==> src/rtl/fetch_unit.sv <==
// fetch_unit -- instruction-fetch stage.
//
// Owns the PC and issues instruction-memory reads with at most one request
// outstanding. A fetched instruction sits in a one-entry output buffer until
// decode accepts it. A taken branch resolved in decode redirects the PC,
// clears the buffer, pulses flush_o, and drops any in-flight response.
//
// Ports:
//   clk, rst          clock (rising edge), async active-high reset
//   stall_i           decode does not accept this cycle
//   br_taken_i        redirect pulse from the branch-condition checker
//   br_target_i       redirect target (low two bits ignored)
//   imem_req_o/addr_o read request and word-aligned address
//   imem_gnt_i        request accepted this cycle
//   imem_rvalid_i     read data valid (in order, >= 1 cycle after gnt)
//   imem_rdata_i      read data
//   if_valid_o        output buffer holds an instruction
//   if_pc_o/instr_o   PC and instruction of the buffered entry
//   flush_o           kill the IF/ID register this cycle
module fetch_unit #(
  parameter int              ADDR_W   = 32,
  parameter int              INSTR_W  = 32,
  parameter logic [ADDR_W-1:0] RESET_PC = 32'h0000_0000
) (
  input  logic               clk,
  input  logic               rst,
  input  logic               stall_i,
  input  logic               br_taken_i,
  input  logic [ADDR_W-1:0]  br_target_i,
  output logic               imem_req_o,
  output logic [ADDR_W-1:0]  imem_addr_o,
  input  logic               imem_gnt_i,
  input  logic               imem_rvalid_i,
  input  logic [INSTR_W-1:0] imem_rdata_i,
  output logic               if_valid_o,
  output logic [ADDR_W-1:0]  if_pc_o,
  output logic [INSTR_W-1:0] if_instr_o,
  output logic               flush_o
);

  // FETCH: may issue. WAIT: response pending, will be buffered.
  // DROP: response pending but stale after a redirect, will be discarded.
  typedef enum logic [1:0] {FETCH, WAIT, DROP} fetchState_t;

  fetchState_t        state, stateNext;
  logic [ADDR_W-1:0]  pc, pendPc;
  logic               bufValid;
  logic [ADDR_W-1:0]  bufPc;
  logic [INSTR_W-1:0] bufInstr;
  logic               accept, issue;
  logic [ADDR_W-1:0]  pcTarget;

  assign accept   = bufValid & ~stall_i;
  assign issue    = imem_req_o & imem_gnt_i;
  // Word-align the redirect target.
  assign pcTarget = br_target_i & ~ADDR_W'(3);

  // State register
  always_ff @(posedge clk or posedge rst) begin
    if (rst) state <= FETCH;
    else     state <= stateNext;
  end

  // Next state; a redirect on an issue or on a pending WAIT turns the
  // in-flight response into one to discard.
  always_comb begin
    stateNext = state;
    unique case (state)
      FETCH: if (issue)              stateNext = br_taken_i ? DROP : WAIT;
      WAIT:  if (imem_rvalid_i)      stateNext = FETCH;
             else if (br_taken_i)    stateNext = DROP;
      DROP:  if (imem_rvalid_i)      stateNext = FETCH;
      default:                       stateNext = FETCH;
    endcase
  end

  // Outputs. Issue only when the buffer will be free at the next edge, so a
  // response can always be stored when it returns. Held quiet during reset.
  always_comb begin
    imem_req_o = ~rst & (state == FETCH) & (~bufValid | accept);
    flush_o    = ~rst & br_taken_i;
  end

  assign imem_addr_o = pc;
  assign if_valid_o  = bufValid;
  assign if_pc_o     = bufPc;
  assign if_instr_o  = bufInstr;

  // PC, pending-request PC and output buffer
  always_ff @(posedge clk or posedge rst) begin
    if (rst) begin
      pc       <= RESET_PC;
      pendPc   <= '0;
      bufValid <= 1'b0;
      bufPc    <= '0;
      bufInstr <= '0;
    end else begin
      if (br_taken_i) pc <= pcTarget;
      else if (issue) pc <= pc + ADDR_W'(4);

      if (issue) pendPc <= pc;

      // Redirect wins over a returning response and over stall.
      if (br_taken_i) begin
        bufValid <= 1'b0;
      end else if (state == WAIT && imem_rvalid_i) begin
        bufValid <= 1'b1;
        bufPc    <= pendPc;
        bufInstr <= imem_rdata_i;
      end else if (accept) begin
        bufValid <= 1'b0;
      end
    end
  end

endmodule
==> config.mk <==
export PLATFORM = sky130hd
export DESIGN_NAME = fetch_unit
export DESIGN_NICKNAME = d
export VERILOG_FILES = /design/src/rtl/fetch_unit.sv
export SDC_FILE = /design/constraint.sdc
export NUM_CORES = 1
export LEC_CHECK = 0
export BUFFER_PORTS_ARGS = -buffer_cell sky130_fd_sc_hd__buf_2
export CORE_MARGIN = 5
export CORE_UTILIZATION = 55
export DETAILED_ROUTE_END_ITERATION = 8
export PLACE_DENSITY_LB_ADDON = 0.3
export SLEW_MARGIN = 15
export SYNTH_ARGS = -nofsm -noshare
export SYNTH_HDL_FRONTEND = slang
export SYNTH_SLANG_ARGS = --single-unit
export TNS_END_PERCENT = 10
==> constraint.sdc <==
create_clock -name clk -period 6.15 [get_ports clk]
set_input_delay 1.23 -clock clk [delete_from_list [all_inputs] [get_ports clk]]
set_output_delay 1.23 -clock clk [all_outputs]
set_load 0.01 [all_outputs]
# After elaboration in Yosys (flattened, before gate mapping)
# Cells that the tools add are included.
dict set report totals {
  register_bits 131
  in_bits 70
  out_inout_bits 99
  word_cells 39
}
dict set report op_classes {
  n_addsub 1
  eq_ne 5
  mux 11
  bitwise_logic 10
  n_reduce_logical 6
}
# cell count
set ops {}
lappend ops {{$mux W32} 2}
lappend ops {{$add A32 B3 Y32 const B} 1}
lappend ops {{$mux W2} 5}
lappend ops {{$pmux W2 S3} 1}
lappend ops {{$and A1 B1 Y1} 5}
lappend ops {{$ne A2 B2 Y1 const B} 2}
lappend ops {{$not A1 Y1} 4}
lappend ops {{$mux W1} 3}
lappend ops {{$ne A3 B3 Y1 const B} 1}
lappend ops {{$reduce_and A3 Y1} 1}
lappend ops {{$reduce_bool A3 Y1} 1}
lappend ops {{$eq A2 B1 Y1 const B} 1}
lappend ops {{$eq A2 B2 Y1 const B} 1}
lappend ops {{$logic_not A2 Y1} 1}
lappend ops {{$reduce_and A2 Y1} 1}
lappend ops {{$reduce_bool A2 Y1} 1}
lappend ops {{$logic_and A1 B1 Y1} 1}
lappend ops {{$or A1 B1 Y1} 1}

# Longest topological paths before layout
# Gate-level depths: netlist of the first run.
dict set report depth {
  word_depth 7
  ltp_mapped 7
  depth_no_buf 5
}

# Least setup slack after synthesis of the first run
# OpenSTA, ideal clock, no wires.
dict set report synth_path {
  path_type {input port to output port}
  from {input br_taken_i}
  to {output flush_o}
  arrival_time_ns 1.991
  required_time_ns 4.920
  setup_slack_ns 2.929
  stages 4
  path_buffers 2
  cell_sequence {inv_1 -> clkbuf_1 -> clkbuf_1 -> nor2_1}
}
dict set report synth_between {
  elab_chain_len 1
}
# element line_no
set synth_rtl {}
lappend synth_rtl {{start, declared} 28} ;# input logic br_taken_i,
lappend synth_rtl {{$and A1 B1 Y1} 81} ;# flush_o = ~rst & br_taken_i;
lappend synth_rtl {{end, declared} 38} ;# output logic flush_o
# Every way passes these cells.

# Worst setup path after layout of the first run
# Same ends and word-level chain as after synthesis.

==> metrics.md, run 1 <==
| Metric | Value |
|---|---|
| Final-report hold violation count | `0` |
| Number of buffers created by CTS | `17` |
| Most used standard cell by instance count after synthesis | `sky130_fd_sc_hd__dfrtp_1` |
| Routability Congestion | `slightly above 0.8` |
| Area enclosed by the die boundary | `11,900 um2` |
| Initial detailed-routing violation count | `259` |
| Yosys top cell area share | `58.1%` |
| Number of design rule violations left after detail routing | `0` |
| Commonest cells post-synth | `sky130_fd_sc_hd__dfrtp_1, sky130_fd_sc_hd__mux2_2, sky130_fd_sc_hd__nand2_1` |
| Cell count after synthesis | `about 430` |
| Clock slew at the register clock pins of the worst setup and hold paths | `around 50 ps` |
| Per-cell routed wire length | `17.2 um` |
| Layout-stage area growth over the synthesis result | `26.2%` |
| WP buf/inv | `3` |
| Row count | `36` |
| Antenna Nets Post-Route | `0` |
| Placed wire-length estimate after detailed placement | `8790 um` |
| CP startpoint kind | `primary input` |
| Clk buf depth | `2` |
| Class of the most critical hold timing path | `register to register` |
| Time the final worst path needs with I/O delays and setup | `3370 ps` |
| Initial DRT Pass Iterations | `4` |
| Critical path class | `primary input to output pin` |
| Wire length of the first global-routing pass | `19,700 um` |
| Post-Route Setup TNS | `0 ps` |
| Mean instance size in the synthesized netlist | `12.5 um2` |
| Vert. Die Dim | `roughly 110 um` |
| TritonCTS clock tree | `built` |
| Share of async-settable or async-resettable flops after synthesis | `100%` |
| Beginning of the worst hold path | `pendPc[18]$_DFFE_PP0P_` |
| Vias in the first global route | `3,986` |
| Critical-path cell with the highest stage delay | `sky130_fd_sc_hd__buf_2` |
| Max-Slew Margin vs Limit | `roughly two fifths` |
| Number of register bits inferred by synthesis | `125` |
| VDD IR max | `approximately 0.18 mV` |
| Synthesized cell area | `5390 um2` |
| Final clock skew | `around 6.5 ps` |
| Max Transition Viols Final | `0` |
| Crit path top cell by count | `sky130_fd_sc_hd__buf_2` |
| Number of nets in the finished design | `662` |
| Ratio of routed vias to standard cells | `5.51` |
| Final global-route overflow total | `0` |
| Netlist cell types | `44` |
| Post-CTS Setup Bufs | `0` |
| Initial antenna violation count | `0` |
| Setup violation total in the final timing report | `0` |
| Skew-Pair Late Insertion Delay | `500 ps` |
| Die extent in x | `109 um` |
| DR vias | `4,048` |
| Part of the Yosys area used for sequential elements | `58.1%` |
| Critical path, cell by cell | `buf_2 -> inv_1 -> nor2_1 -> buf_2` |
| Critical Path Start | `br_taken_i` |
| Number of synthesized flops with an enable pin | `0` |
| Root buffer cell | `sky130_fd_sc_hd__clkbuf_8` |
| Cell type with the highest aggregate area in the netlist | `sky130_fd_sc_hd__dfrtp_1` |
| Total global routing track utilization | `~22%` |
| # resized after CTS | `0` |
| Final clock period utilization by the worst path | `between 50 and 60%` |
| Maximum level of the CTS H-tree | `4` |
| Start of the worst register-to-register path | `state[0]$_DFFE_PP0P_` |
| Routed wire length | `12,600 um` |
| Transition at the pin with the smallest max-transition slack | `between 900 and 1000 ps` |
| Data arrival time of the worst path | `2140 ps` |
| Power per cell area | `between 300 and 400 nW/um2` |
| Req. time, crit path | `between 4000 and 5000 ps` |
| Share of final-layout standard cells stronger than drive strength 1 | `48.2%` |
| Placeable Area | `9640 um2` |
| Leakage power summed over all cells | `3.16 nW` |
| Syn. warnings | `0` |
| Max-cap check violation count | `0` |
| Dominant cells by area after synthesis | `sky130_fd_sc_hd__dfrtp_1, sky130_fd_sc_hd__mux2_2, sky130_fd_sc_hd__or4_1` |
| Maximum frequency from static timing analysis | `between 200 and 300 MHz` |
| TritonCTS Sinks | `125` |
| Post-cts hold buffer count | `0` |
| Setup repair after global routing missed its margin | `no` |
| Result of the run | `completed` |
| IO Count | `169` |
| Largest net degree at the start of global routing | `72` |
| Endpoint class of the critical path | `output pin` |
| PortBufs | `162` |
| Antenna Cells | `0` |
| Post-route total power | `2.68 mW` |
| Flip-flop cell with the highest count after synthesis | `sky130_fd_sc_hd__dfrtp_1` |
| Number of filler instances in the final layout | `733` |
| Initial Utilization | `between 50 and 60%` |
| Top Family by Delay on Critical Path | `buffers and inverters` |
| Peak per-stage delay on the critical path | `~460 ps` |
| Largest fanout on the critical path | `32` |
==> logic make-up after synthesis <==
group           count (synthesis)  synth area share, %
mux                            91                 19.0
flops                         125                 58.1
fa+ha+maj                       1                0.232
buf+inv                        36                 2.97
xor+xnor                        7                 1.14
other cells                     1               0.0696
compound gates                 58                 7.02
simple gates                  113                 11.5
==> sequential cells by signal, indices dropped and copies added (netlist names) <==
| name | flops |
|---|---|
| if_valid_o | 1 |
| imem_addr_o | 30 |
| if_pc_o | 30 |
| pendPc | 30 |
| if_instr_o | 32 |
| state | 2 |
==> final cells by class <==
type	instances	area (um2)	area share, %
sequential	125	3130	46.0
multi-input combinational	274	2130	31.3
timing repair buffer	165	833	12.3
clock buffer	23	467	6.87
tap	133	166	2.45
clock inverter	7	41.3	0.608
inverter	8	32.5	0.479
==> power by group <==
group	internal, mW	switching, mW	total, mW	leakage, nW
Sequential	1.07	0.137	1.21	1.51
Clock	0.518	0.327	0.845	0.253
Combinational	0.332	0.299	0.632	1.40
==> placed cells by master, fill, tap and decap left out, drive strengths merged, types with 5 or more instances in the layout <==
master / netlist / final
or3: 8 / 8
o21ai: 17 / 17
xnor2: 5 / 5
inv: 8 / 8
nand3: 13 / 13
nand4: 8 / 8
or4: 18 / 18
dfrtp: 125 / 125
buf: 11 / 165
o31ai: 13 / 13
mux2: 90 / 90
clkinv: 0 / 6
clkbuf: 17 / 23
a31oi: 16 / 16
nand2: 28 / 28
nor2: 18 / 18
==> worst reg2reg max path, cell delays in order (launching register included) <==
cell and delay [ps]:
sky130_fd_sc_hd__dfrtp_1 420, sky130_fd_sc_hd__a2111o_1 460, sky130_fd_sc_hd__or4_1 910, sky130_fd_sc_hd__or4_1 630, sky130_fd_sc_hd__a31oi_1 190
==> path summary, 6_finish.rpt <==
check | slack (ps) | cells after the start | to
min in group asynchronous | 950 | 2 | pendPc[30]$_DFFE_PP0P_
hold / removal | 480 | 2 | pendPc[18]$_DFFE_PP0P_
max in group asynchronous | 4020 | 3 | imem_addr_o[7]$_DFFE_PP0P_
setup / recovery | 2780 | 4 | flush_o
setup reg to reg | 3470 | 4 | imem_addr_o[25]$_DFFE_PP0P_
hold reg to reg | 480 | 2 | pendPc[18]$_DFFE_PP0P_
==> metal layers <==
metal  part of all wire, %  track usage, %  vias up
li1                      -               -     1900
met2                    49            35.0      150
met5                     0               0        -
met4                  0.77            7.94        0
met3                   8.9            6.81        9
met1                    41            27.4     1989
==> stage by stage <==
stage / setup slack, ps / util, % / hold slack, ps / instances / cell area [um2]
after floorplan: 1590 / - / 444 / 435 / 5400
after CTS: 2750 / 70.5 / 481 / 735 / 6790
after global placement: 2650 / 65.2 / 460 / 705 / 6290
after detailed placement: 2580 / 65.2 / 469 / 705 / 6290
after global routing: 2700 / 70.5 / 490 / 735 / 6790
final: 2780 / 70.5 / 478 / 735 / 6790
(Power assumes the default switching activity.)
==> inputs of run 2 (changes only) <==
CORE_UTILIZATION = 51   (was 55)
clock period = 3.3 ns   (was 6.15 ns; I/O delays follow)
==> metrics.md, run 2 (synthesis gave the netlist of run 1 again) <==
| Metric | Value |
|---|---|
| Final global-route overflow total | `0` |
| Max Transition Viols Final | `0` |
| Number of nets in the finished design | `~670` |
| Placed wire-length estimate after detailed placement | `9030 um` |
| Area enclosed by the die boundary | `about 13,000 um2` |
| Final clock skew | `5.99 ps` |
| Transition at the pin with the smallest max-transition slack | `907 ps` |
| Setup repair after global routing missed its margin | `no` |
| DR vias | `4,086` |
| IO Count | `about 170` |
| Routability Congestion | `0.833` |
| Initial detailed-routing violation count | `178` |
| Clk buf depth | `2` |
| Highest-count cells in the layout ignoring fill and taps | `sky130_fd_sc_hd__buf_2, sky130_fd_sc_hd__dfrtp_1, sky130_fd_sc_hd__mux2_2` |
| Seq pwr share | `43.4%` |
| Ratio of routed vias to standard cells | `5.50` |
| Post-CTS Setup Bufs | `0` |
| Setup violation total in the final timing report | `0` |
| Number of flip-flops in the largest register | `32` |
| Die extent in x | `roughly 110 um` |
| Clock network fraction of total power | `33.9%` |
| Class of the most critical hold timing path | `primary input to asynchronous set/reset pin` |
| Initial DRT Pass Iterations | `4` |
| Maximum level of the CTS H-tree | `4` |
| Largest net degree at the start of global routing | `67` |
| Share of the core filled with cells | `between 60% and 70%` |
| Power per cell area | `752 nW/um2` |
| Worst setup margin | `around 850 ps` |
| Most common cell after layout, fill and taps aside | `sky130_fd_sc_hd__buf_2` |
| Switching power as a share of total power | `28.6%` |
| Initial antenna violation count | `1` |
| Req. time, crit path | `2640 ps` |
| Post-route non-filler standard cell count | `between 700 and 800` |
| CP startpoint kind | `register` |
| Gate power share | `22.7%` |
| Share of final-layout standard cells stronger than drive strength 1 | `49.1%` |
| Total global routing track utilization | `21.6%` |
| Post-route total power | `5.19 mW` |
| Root buffer cell | `sky130_fd_sc_hd__clkbuf_8` |
| Vert. Die Dim | `113 um` |
| Critical path class | `register to output pin` |
| Number of design rule violations left after detail routing | `0` |
| Clock slew at the register clock pins of the worst setup and hold paths | `60 ps` |
| Internal power consumption | `3.70 mW` |
| Antenna Cells | `0` |
| Number of filler instances in the final layout | `a little over 800` |
| Inst Count DP | `712` |
| TritonCTS Sinks | `about 130` |
| TritonCTS clock tree | `built` |
| Layout-stage area growth over the synthesis result | `28.2%` |
| Time the final worst path needs with I/O delays and setup | `2450 ps` |
| # resized after CTS | `0` |
| Leakage power summed over all cells | `3.20 nW` |
| Post-cts hold buffer count | `0` |
| Initial Utilization | `a little over half` |
| Maximum frequency from static timing analysis | `about 410 MHz` |
| Routed wire length | `12,800 um` |
| VDD IR max | `0.342 mV` |
| Antenna Nets Post-Route | `0` |
| Endpoint class of the critical path | `output pin` |
| Max-Slew Margin vs Limit | `39.3%` |
| DP Worst Slack | `564 ps` |
| Final-report hold violation count | `0` |
| Result of the run | `completed` |
| Vias in the first global route | `around 4,300` |
| Placeable Area | `between 10,000 and 15,000 um2` |
| PortBufs | `between 150 and 200` |
| Largest fanout on the critical path | `7` |
| Number of buffers created by CTS | `17` |
| Data arrival time of the worst path | `roughly 1800 ps` |
| Row count | `37` |
| Final clock period utilization by the worst path | `roughly three quarters` |
| Area of the multi-input gates | `~2100 um2` |
| Wire length of the first global-routing pass | `21,800 um` |
| Area taken by flip-flops and latches | `3130 um2` |
| Reported net switching power | `around 1.5 mW` |
| Max-cap check violation count | `0` |
| Skew-Pair Late Insertion Delay | `520 ps` |
| Post-Route Setup TNS | `0 ps` |
| Per-cell routed wire length | `17.2 um` |
-- run 2: power by group through the flow --
stage	clock [mW]	sequential, mW	combinational, mW
after floorplan	0	2.41	0.512
after global placement	0	2.24	1.17
after detailed placement	0	2.28	1.20
after CTS	1.80	2.26	1.20
after global routing	1.88	2.33	1.29
final	1.76	2.25	1.18
-- run 2: layout make-up --
class,instances,area share [%]
repair buffers,169,12.7
clock inverters,13,2.07
multi-input cells,274,30.8
clock buffers,18,6.20
inverters,8,0.489
flip-flops and latches,125,45.3
well taps,136,2.46
-- run 2: worst paths after layout --
check	cells past startpoint	slack, ps	start	endpoint
worst max-delay path	3	850	state[0]$_DFFE_PP0P_	imem_req_o
worst min-delay path	2	340	rst	if_pc_o[10]$_DFFE_PP0P_
worst max register to register	5	880	state[0]$_DFFE_PP0P_	imem_addr_o[29]$_DFFE_PP0P_
worst min register to register	2	480	pendPc[27]$_DFFE_PP0P_	pendPc[27]$_DFFE_PP0P_
max in group asynchronous	3	2160	rst	pendPc[19]$_DFFE_PP0P_
min in group clk	3	360	br_target_i[3]	imem_addr_o[3]$_DFFE_PP0P_
-- run 2: through the flow --
stage / hold slack [ps] / instance area [um2]
6_report: 341 / 6900
5_1_grt: 341 / 6900
4_1_cts: 334 / 6900
3_5_place_dp: 474 / 6330
3_3_place_gp: 461 / 6330
2_1_floorplan: 444 / 5400
-- run 2: metal layers --
metal  wire length [um]  vias to the layer above  part of all wire [%]  GRT usage (%)
met2               6300                      158                    49           35.2
met5                 13                        -                  0.10              0
li1                   -                     1914                     -              -
met3               1250                       15                   9.7           7.70
met1               5120                     1997                    40           26.9
met4                133                        2                   1.0           7.21
-- run 2: worst max-delay path, stage by stage (launching register included) --
cell	delay (ps)
sky130_fd_sc_hd__dfrtp_1	410
sky130_fd_sc_hd__a2111o_1	480
sky130_fd_sc_hd__inv_1	210
sky130_fd_sc_hd__buf_2	180
